`config.mk`:
```
export PLATFORM = sky130hd
export DESIGN_NAME = hpi_target
export DESIGN_NICKNAME = d
export VERILOG_FILES = /design/src/rtl/hpi_target.sv
export SDC_FILE = /design/constraint.sdc
export NUM_CORES = 2
export LEC_CHECK = 0
export CORE_ASPECT_RATIO = 1.2
export CORE_MARGIN = 4
export CORE_UTILIZATION = 55
export DETAILED_ROUTE_END_ITERATION = 8
export GPL_ROUTABILITY_DRIVEN = 0
export PLACE_DENSITY = 0.71
export SLEW_MARGIN = 20
export SYNTH_ARGS = -nofsm -noshare
export SYNTH_HDL_FRONTEND = slang
export SYNTH_SLANG_ARGS = --single-unit
```
`constraint.sdc`:
```
create_clock -name clk_clk -period 5.5 [get_ports clk_clk]
set_clock_uncertainty 0.15 [all_clocks]
set_input_delay 0.825 -clock clk_clk [delete_from_list [all_inputs] [get_ports clk_clk]]
set_output_delay 0.825 -clock clk_clk [all_outputs]
set_load 0.02 [all_outputs]
```
`src/rtl/hpi_target.sv`:
```
// Host-port target: 16-bit register window onto local word memory plus two mailboxes.
// Optional build macro HPI_TARGET_ERRCNT_EN adds an 8-bit saturating ignored-strobe counter.
module hpi_target #(
  parameter int MEM_AW = 8
) (
  input  logic        clk_clk,
  input  logic        reset_reset,
  input  logic [1:0]  hpi_addr,
  input  logic        hpi_cs_n,
  input  logic        hpi_r_n,
  input  logic        hpi_w_n,
  input  logic [15:0] hpi_data_in,
  output logic [15:0] hpi_data_out,
  output logic        hpi_int,
  output logic [15:0] mbx_in_data,
  output logic        mbx_in_valid,
  input  logic        mbx_in_ack,
  input  logic [15:0] mbx_out_data,
  input  logic        mbx_out_wr
`ifdef HPI_TARGET_ERRCNT_EN
  ,
  output logic [7:0]  err_cnt
`endif
);

  localparam logic [1:0] A_DATA   = 2'd0;
  localparam logic [1:0] A_MBX    = 2'd1;
  localparam logic [1:0] A_ADDR   = 2'd2;
  localparam logic [1:0] A_STATUS = 2'd3;
  localparam int         DEPTH    = 1 << MEM_AW;

  logic [15:0]       r_mem [0:DEPTH-1];
  logic              r_active;
  logic [15:0]       r_address;
  logic [15:0]       r_dout;
  logic [15:0]       r_mbx_in;
  logic              r_mbx_in_f;
  logic [15:0]       r_mbx_out;
  logic              r_mbx_out_f;

  logic              w_any;
  logic              w_start;
  logic              w_rd_start;
  logic              w_wr_start;
  logic              w_bad_start;
  logic [MEM_AW-1:0] w_idx;

  // One access per strobe assertion: start only when the previous cycle had no strobe.
  assign w_any       = !hpi_cs_n && (!hpi_r_n || !hpi_w_n);
  assign w_start     = w_any && !r_active;
  assign w_rd_start  = w_start && !hpi_r_n &&  hpi_w_n;
  assign w_wr_start  = w_start &&  hpi_r_n && !hpi_w_n;
  assign w_bad_start = w_start && !hpi_r_n && !hpi_w_n;
  assign w_idx       = r_address[MEM_AW:1];

  assign hpi_data_out = r_dout;
  assign hpi_int      = r_mbx_out_f;
  assign mbx_in_data  = r_mbx_in;
  assign mbx_in_valid = r_mbx_in_f;

  always_ff @(posedge clk_clk) begin
    if (w_wr_start && hpi_addr == A_DATA)
      r_mem[w_idx] <= hpi_data_in;
  end

  // Tracker resets to "active" so a strobe held through reset release is not an access.
  always_ff @(posedge clk_clk or posedge reset_reset) begin
    if (reset_reset) begin
      r_active  <= 1'b1;
      r_address <= 16'h0000;
    end else begin
      r_active <= w_any;
      if (w_wr_start && hpi_addr == A_ADDR)
        r_address <= hpi_data_in;
      else if ((w_wr_start || w_rd_start) && hpi_addr == A_DATA)
        r_address <= r_address + 16'd2;
    end
  end

  always_ff @(posedge clk_clk or posedge reset_reset) begin
    if (reset_reset) begin
      r_dout <= 16'h0000;
    end else if (w_rd_start) begin
      case (hpi_addr)
        A_DATA:   r_dout <= r_mem[w_idx];
        A_MBX:    r_dout <= r_mbx_out;
        A_ADDR:   r_dout <= r_address;
        A_STATUS: r_dout <= {14'b0, r_mbx_out_f, r_mbx_in_f};
        default:  r_dout <= r_dout;
      endcase
    end
  end

  // Host write wins over a same-cycle local acknowledge.
  always_ff @(posedge clk_clk or posedge reset_reset) begin
    if (reset_reset) begin
      r_mbx_in   <= 16'h0000;
      r_mbx_in_f <= 1'b0;
    end else if (w_wr_start && hpi_addr == A_MBX) begin
      r_mbx_in   <= hpi_data_in;
      r_mbx_in_f <= 1'b1;
    end else if (mbx_in_ack && r_mbx_in_f) begin
      r_mbx_in_f <= 1'b0;
    end
  end

  // Local post wins over a same-cycle host read; the read still returns the old word.
  always_ff @(posedge clk_clk or posedge reset_reset) begin
    if (reset_reset) begin
      r_mbx_out   <= 16'h0000;
      r_mbx_out_f <= 1'b0;
    end else if (mbx_out_wr) begin
      r_mbx_out   <= mbx_out_data;
      r_mbx_out_f <= 1'b1;
    end else if (w_rd_start && hpi_addr == A_MBX) begin
      r_mbx_out_f <= 1'b0;
    end
  end

`ifdef HPI_TARGET_ERRCNT_EN
  logic [7:0] r_err_cnt;

  always_ff @(posedge clk_clk or posedge reset_reset) begin
    if (reset_reset)
      r_err_cnt <= 8'h00;
    else if (w_bad_start && r_err_cnt != 8'hFF)
      r_err_cnt <= r_err_cnt + 8'd1;
  end

  assign err_cnt = r_err_cnt;
`endif

endmodule

```
==> impl_metrics.tcl <==
set metrics [dict create \
    status "completed" \
    synth_ff_type "edfxtp_1" \
    row_count 216 \
    worstSkewPairLatency_ps 920 \
    grt_pass1_wl_um 610000 \
    worstMarginPinSlew_ps 1340 \
    synth.top_cell.area_share_pct 76.7 \
    nets 8187 \
    syn_area_um2 160000 \
    clock_sink_count 4163 \
    period_share_pct 90.3 \
    cp-startpoint "r_address[2]$_DFFE_PP0P_" \
    cts_tree "built" \
    syn-instance-count 7567 \
    grt_max_degree 132 \
    criticalPathCategory "flop to flop" \
    drive_above_1_share_pct 24.0 \
    cts_hold_buf 0 \
    synth_area_per_cell_um2 21.2 \
    vdd_drop_max_v 0.000387 \
    p_total_uw 82100 \
    h-tree-depth 5 \
    synth_nets 7612 \
    layout_setup_ws_ps 531 \
    dieArea_um2 300000 \
    cts_resized 0 \
    synth_edf_count 4096 \
    dp_hpwl_um 260000 \
    worstPathArrival_ps 5540 \
    synth_adder_area_share_pct 0.0312 \
    ant_nets 0 \
    rsz0062_at_grt "false" \
    hold_path.class "primary input to async pin" \
    yosysMostFrequentCell "edfxtp_1" \
    fp.coreArea_um2 289000 \
    ys_seq_elements 4163 \
    via_per_inst 6.71 \
    yosysTopAreaCell "edfxtp_1" \
    yosys_warnings 0 \
    antenna_found_initial 19 \
    cts_buffer_depth 4 \
    finalSetupTns_ps 0 \
    synth_xor_xnor_area_share_pct 0.0328 \
    pin_count 75 \
    fin_crit_ps 4970 \
    powerDensity_nw_per_um2 454 \
    ys_seq_area_share_pct 77.7 \
    final_core_util_pct 62.5 \
    io_buffers 74 \
    wl_per_cell_um 34.8 \
    end_kind "flop" \
    worstPathMaxFanout 40 \
    maxCapViolCount 0 \
    synth_compound_area_share_pct 3.52 \
    cp.required_ps 6070 \
    fp.dieW_um 501 \
    wirelength_um 428000 \
    timing.slew.headroom_pct 10.9 \
    cts_root_buf "clkbuf_16" \
    synth_top_family_by_area "multiplexers" \
    slew_viol_final 0 \
    synth_common_cells "4,096 x edfxtp_1, 796 x mux4_2, 547 x mux2i_1" \
    synth.distinct_cells 75 \
    hold_viol 0 \
    fmax_ghz 0.201 \
    numCtsBuffers 389 \
    grt_use_total_pct 28.5 \
    drtIter0Drc 12351 \
    synth-simple-area-share_pct 2.10 \
    initial_utilization_pct 55.4 \
    pre_cts_ws_ps 168 \
    grt_overflow_total 0 \
    p_leak_uw 0.0572 \
    cts_setup_buffers 0 \
    start_kind "flop" \
    synth-async-reset-ratio_pct 1.61 \
    grt_pass1_vias 81972 \
    die_h_um 600 \
    dr.pass1.iters 9 \
    synth_area_leaders "edfxtp_1 77%, mux4_2 11%, mux2i_1 3.4%" \
    vias 82393 \
    drcViolationCount 0 \
    fillCellCount 19030 \
    setup_violations 0 \
    area_growth_pct 12.9 \
    reg2reg_from "r_address[2]$_DFFE_PP0P_" \
    cts.clk_slew.worst_paths_ps 60 \
    synth.area.mux_share_pct 14.9 \
]
-- sequential cells by signal, summed over array words and instances, names as in the netlist --
name / count
r_mem: 4096
mbx_in_valid: 1
r_active: 1
mbx_in_data: 16
r_address: 16
hpi_int: 1
hpi_data_out: 16
r_mbx_out: 16
-- critical path, cell delays in order (launching register included) --
cell and delay, ps:
dfrtp_4 1040, buf_12 260, buf_12 280, buf_4 370, mux2i_1 210, o21ai_0 90
or3_1 490, a2111oi_0 490, buf_4 240, a221oi_1 130, o21ai_1 730, a31oi_1 230
-- cells by family (layout without fill, tap and decap cells) --
family	after synthesis	after routing
XOR/XNOR	6	6
flip-flops	4163	4163
AO/OA/AOI/OAI	814	814
adder cells (fa/ha/maj)	4	4
other	0	3
multiplexers	1388	1388
buffers and inverters	461	1350
AND/OR/NAND/NOR	731	731
-- final timing paths --
check	endpoint	slack (ps)	cells after the start
worst max-delay path	hpi_data_out[4]$_DFFE_PP0P_	530	11
worst min-delay path	r_mbx_out[11]$_DFFE_PP0P_	240	2
worst max register to register	hpi_data_out[4]$_DFFE_PP0P_	530	11
worst min register to register	mbx_in_data[1]$_DFFE_PP0P_	350	2
max in group asynchronous	r_address[2]$_DFFE_PP0P_	3900	3
min in group clk_clk	r_mem[53][11]$_DFFE_PP_	240	1
-- power breakdown --
part / leakage [uW] / switching (uW) / internal [uW]
sequential: 0.0376 / 534 / 35000
combinational: 0.0134 / 11900 / 7540
clock: 0.00621 / 11500 / 15700
-- area by class of cell --
| class | instances | area, um^2 | area share (%) |
|---|---|---|---|
| clock inverter | 231 | 2510 | 1.39 |
| inverter | 10 | 42.5 | 0.0235 |
| antenna | 3 | 7.51 | 0.00415 |
| timing repair buffer | 635 | 5550 | 3.07 |
| tap | 3815 | 4770 | 2.64 |
| sequential | 4163 | 125000 | 68.9 |
| multi-input combinational | 2943 | 33200 | 18.3 |
| clock buffer | 474 | 10200 | 5.66 |
-- stage by stage --
step	cells	area (um^2)	hold slack, ps
after floorplan	7567	160000	325
after global placement	11563	168000	336
after detailed placement	11566	168000	342
after CTS	12271	181000	147
after global routing	12272	181000	211
final	12274	181000	239
-- cells in the final DEF, fill, tap and decap left out, types with 9 or more instances in the layout --
cell / synthesis / routed
a21oi_1: 102 / 101
a221oi_1: 112 / 109
a22o_1: 26 / 26
a22oi_1: 232 / 232
a31oi_1: 32 / 31
a32oi_1: 13 / 13
buf_12: 0 / 42
buf_4: 86 / 519
buf_8: 2 / 12
bufinv_16: 0 / 52
clkbuf_1: 153 / 75
clkbuf_16: 0 / 397
clkdlybuf4s50_1: 0 / 58
clkinv_1: 1 / 73
clkinv_2: 0 / 71
clkinvlp_4: 0 / 19
dfrtp_1: 66 / 59
edfxtp_1: 4096 / 4096
mux2_2: 45 / 45
mux2i_1: 547 / 547
mux4_2: 796 / 796
nand2_1: 122 / 117
nand2b_1: 10 / 9
nand3_1: 98 / 97
nand4_1: 32 / 32
nor2_1: 353 / 346
nor2b_1: 15 / 9
nor3_1: 19 / 17
o211ai_1: 18 / 18
o21ai_0: 106 / 106
o21ai_1: 15 / 15
o22ai_1: 104 / 104
or4_1: 23 / 23
-- layer usage --
metal	track usage [%]	wire, um	up-vias
li1	-	-	32894
met1	38.5	152000	43152
met2	45.3	207000	5374
met3	5.31	42900	965
met4	13.9	25200	8
met5	0	53	-
No activity file was read; power rests on OpenSTA's default activity.
